===== src/rtl/render_rect_gen.sv =====
// Filled/outlined rectangle scan into a pixel-write sink with backpressure.
// Optional screen clipping when RENDER_CLIP_EN is defined.
module render_rect_gen #(
  parameter int NX       = 10,
  parameter int NY       = 9,
  parameter int CW       = 9,
  parameter int SCREEN_W = 640,
  parameter int SCREEN_H = 480
) (
  input  logic          CLOCK_50,
  input  logic          resetn,
  input  logic          start,
  input  logic [NX-1:0] x0,
  input  logic [NY-1:0] y0,
  input  logic [NX-1:0] w,
  input  logic [NY-1:0] h,
  input  logic          mode,
  input  logic [CW-1:0] color,
  input  logic          pix_ready,
  output logic [NX-1:0] pix_x,
  output logic [NY-1:0] pix_y,
  output logic [CW-1:0] pix_color,
  output logic          pix_write,
  output logic          busy,
  output logic          done
);

  typedef enum logic [1:0] {IDLE, DRAW, DONE} state_t;

  typedef struct packed {
    logic [NX-1:0] x0;
    logic [NY-1:0] y0;
    logic [NX-1:0] w;
    logic [NY-1:0] h;
    logic          mode;
    logic [CW-1:0] color;
  } req_t;

  state_t        state, state_nx;
  req_t          req;
  logic [NX-1:0] xc;
  logic [NY-1:0] yc;
  logic [NX:0]   wx;
  logic [NY:0]   wy;
  logic          clipped, complete, last_col, last_row, interior, jump;

  // One extra bit so off-screen coordinates are visible to the clip test.
  assign wx = {1'b0, req.x0} + {1'b0, xc};
  assign wy = {1'b0, req.y0} + {1'b0, yc};

`ifdef RENDER_CLIP_EN
  assign clipped = (wx >= (NX+1)'(SCREEN_W)) || (wy >= (NY+1)'(SCREEN_H));
`else
  assign clipped = 1'b0;
`endif

  assign pix_x     = wx[NX-1:0];
  assign pix_y     = wy[NY-1:0];
  assign pix_color = req.color;
  assign pix_write = (state == DRAW) && !clipped;
  assign busy      = (state == DRAW);
  assign done      = (state == DONE);

  // Suppressed pixels complete without waiting on the sink.
  assign complete = (state == DRAW) && (!pix_write || pix_ready);
  assign last_col = (xc == req.w - 1'b1);
  assign last_row = (yc == req.h - 1'b1);
  assign interior = (yc != '0) && !last_row;
  assign jump     = req.mode && interior && (req.w > NX'(1)) && (xc == '0);

  always_comb begin
    state_nx = state;
    case (state)
      IDLE: if (start) state_nx = ((w != '0) && (h != '0)) ? DRAW : DONE;
      DRAW: if (complete && last_col && last_row) state_nx = DONE;
      DONE: state_nx = IDLE;
      default: state_nx = IDLE;
    endcase
  end

  always_ff @(posedge CLOCK_50 or negedge resetn) begin
    if (!resetn) begin
      state <= IDLE;
      req   <= '0;
      xc    <= '0;
      yc    <= '0;
    end else begin
      state <= state_nx;
      if (state == IDLE && start) begin
        req <= '{x0: x0, y0: y0, w: w, h: h, mode: mode, color: color};
        xc  <= '0;
        yc  <= '0;
      end else if (complete) begin
        if (last_col) begin
          xc <= '0;
          yc <= yc + 1'b1;
        end else if (jump) begin
          xc <= req.w - 1'b1;
        end else begin
          xc <= xc + 1'b1;
        end
      end
    end
  end

endmodule

===== config.mk =====
export PLATFORM = sky130hd
export DESIGN_NAME = render_rect_gen
export DESIGN_NICKNAME = d
export VERILOG_FILES = /design/src/rtl/render_rect_gen.sv
export SDC_FILE = /design/constraint.sdc
export NUM_CORES = 1
export LEC_CHECK = 0
export CAP_MARGIN = 15
export CORE_ASPECT_RATIO = 0.6
export CORE_MARGIN = 1.5
export CORE_UTILIZATION = 58
export CTS_BUF_LIST = sky130_fd_sc_hd__clkbuf_16
export DETAILED_ROUTE_END_ITERATION = 6
export GPL_ROUTABILITY_DRIVEN = 0
export MAX_ROUTING_LAYER = met4
export PLACE_DENSITY = 0.87
export SYNTH_ARGS = -nofsm -noshare
export SYNTH_HDL_FRONTEND = slang
export SYNTH_SLANG_ARGS = --single-unit

===== constraint.sdc =====
create_clock -name CLOCK_50 -period 5.85 [get_ports CLOCK_50]
set_input_delay 1.17 -clock CLOCK_50 [delete_from_list [all_inputs] [get_ports CLOCK_50]]
set_output_delay 1.17 -clock CLOCK_50 [all_outputs]
set_load 0.02 [all_outputs]

==> flow_summary.toml <==
[global_route]
grt_use_total_pct = 30.0
antenna_found_initial = 0
grt_pass1_vias = 3921
grt_overflow = 0
grt_pass1_wl_um = 19500
grt_max_degree = 70

[worst_setup_path]
critPathLaunchType = "flip-flop"
worstSetupPathType = "reg -> out"
crit_required_ns = 4.68
critical-path-max-stage-delay_ns = 0.56
ff2ff_setup_slack_ns = 2.59
path_buf_inv = 1
path_common_cell = "a21oi_1"
crit_path_end_kind = "output port"
worstPathArrival_ns = 3.20
slowest_stage = "clkdlybuf4s50_1"
worstPathMaxFanout = 6
cp_top_family = "compound AO/OA/AOI/OAI gates"
r2r_cells = 9
r2r_end = "xc[6]"
crit_chain = "ha_1 > a21o_1 > a21oi_1 > o21bai_1 > a21oi_1 > o21ai_0 > or4_1 > and3_1 > clkdlybuf4s50_1"
r2r-start = "req[10]"

[synthesis]
synth_edf_count = 0
synthCells = 538
yosysSeqAreaShare_pct = 37.3
avgSynthCellArea_um2 = 8.61
yosysWarnings = 0
synthArstFlopShare_pct = 100
yosys.cell_count.top_type = "nand2_1"
syn-num-nets = 616
yosysTopAreaCellShare_pct = 37.3
synth_ff_type = "dfrtp_1"
synth_cell_types = 67
synthTopCellsByArea = "dfrtp_1 (37%), nand2_1 (13%), ha_1 (6.5%), xnor2_1 (4.7%), xor2_1 (2.8%)"
synth_common_cells = "nand2_1 (158), dfrtp_1 (69), xnor2_1 (25), ha_1 (24)"
synth_seq_cells = 69
synth_area_mm2 = 0.00463
synth.largest_area_cell = "dfrtp_1"

[floorplanning]
core_mm2 = 0.00782
die_area_mm2 = 0.00855
row_count = 25
start_util_pct = 59.2
die-width_um = 118
pin_count = 83
die_h_um = 72.2

[timing]
hold_ws_ns = 0.475
fmax_mhz = 229
worst_pin_slew_ns = 1.13
setup_viol = 0
fin_skew_ns = 0.00463
finalCriticalPeriod_ns = 4.37
relSlewSlack_pct = 24.2
drv_slew = 0
rsz0062_at_grt = "false"
final.setup.tns_ns = 0
finalHoldViolCount = 0
finalCritPeriodShare_pct = 74.6

[pwr]
report.power.total_w = 0.00259
p_leak_nw = 2.68
ir_drop_v = 0.000232
powerDensity_mw_per_mm2 = 455

[cts]
htree_levels = 3
cts_sinks = 69
clk_path_buf_depth = 2
clock_latency_ns = 0.33
cts-root-buf = "clkbuf_16"
clk_transition_reported_paths_ns = 0.06
post_cts.repair.setup_buffers = 0
numCtsBuffers = 9
cts_hold_buf = 0
ctsResizeCount = 0
cts_tree = "done"

[run_status]
status = "complete, no violations"

[min_path]
hold_start = "pix_color[8]"
holdPathStages = 2
hold_end = "pix_color[8]"
hp-class = "reg -> reg"

[placement]
dp.cells = 694
io_buffers = 82
hpwl_um = 8440

[drt]
via_count = 4086
drt-total-wl_um = 11700
drt_iter0_markers = 270
drt_first_pass_iters = 5
ant_nets = 0
drcViolationCount = 0
wire_per_inst_um = 16.5
vias_per_cell = 5.76

[cells_and_area]
syn_to_final_growth_pct = 22.8
drive_gt1_share_pct = 5.82
antenna_cells = 0
fin_nets = 675
fillers = 587
fin_cells = 709

[flow_run]
max_cap_violations = 0
-- power by group --
part / switching (W) / leakage [nW] / internal, W
logic: 0.000632 / 1.65 / 0.000574
clock network: 0.000201 / 0.150 / 0.000367
registers: 0.000193 / 0.881 / 0.000624
-- sequential cells by signal, summed over array words and instances, names as in the netlist --
register / count
pix_color: 9
req: 39
state: 2
xc: 10
yc: 9
-- layer usage --
metal  share of wire (%)  up-vias  track usage (%)  wire length [um]
met5                   0        -                -                 0
met4                 1.9        0             9.77               223
met3                 7.6       22             7.00               892
met2                  42      178             42.6              4960
met1                  48     1951             42.5              5650
li1                    -     1935                -                 -
-- how the worst max path moves through the flow --
stage | start | to | cells after the start
global route | yc[0] | pix_y[8] | 11
CTS | xc[1] | pix_x[9] | 9
floorplan | xc[1] | pix_x[9] | 8
global placement | xc[1] | pix_x[9] | 9
finish | xc[1] | pix_x[9] | 9
detailed placement | xc[1] | pix_x[9] | 9
-- cell type report --
cell class                 instances  area (um2)  share of cell area [%]
sequential                        69        1730                    30.3
tap                              108         135                    2.37
clock buffer                       9         225                    3.96
multi-input combinational        410        2600                    45.7
inverter                          22        82.6                    1.45
clock inverter                     6        80.1                    1.41
timing repair buffer              85         838                    14.7
-- cells by family after synthesis --
group / Yosys count / share of synthesized area, %
AOI/OAI and AO/OA: 85 / 12.8
DFF: 69 / 37.3
buffers and inverters: 59 / 6.64
adders and majority gates: 26 / 7.35
muxes: 5 / 1.08
and+or+nand+nor: 251 / 25.8
xor gates and xnor gates: 43 / 9.05
-- cell usage in the layout, fill, tap and decap left out, types with 15 or more instances in the layout --
cell type and count:
clkdlybuf4s50_1 81, inv_1 23, dfrtp_1 69, xnor2_1 25
nand2_1 158, o21ai_0 18, a21oi_1 18, nor2_1 22
ha_1 24, xor2_1 15
-- through the flow --
| step | utilization (%) | instance area, um2 | setup slack (ns) |
|---|---|---|---|
| after floorplan | - | 4630 | 2.56 |
| after global placement | 68.9 | 5390 | 2.00 |
| after detailed placement | 68.9 | 5390 | 1.88 |
| after CTS | 72.8 | 5690 | 1.51 |
| after global routing | 72.8 | 5690 | 1.33 |
| final | 72.8 | 5690 | 1.48 |
-- worst register-to-register path: cells and delay by family, from the launching register on --
| family | cells | cell delay [ns] |
|---|---|---|
| buffers and inverters | 1 | 0.10 |
| DFF | 1 | 0.41 |
| AOI/OAI and AO/OA | 5 | 1.85 |
| and+or+nand+nor | 2 | 0.59 |
| adders and majority gates | 1 | 0.19 |
Note: power is estimated with default switching activity, not from simulation.
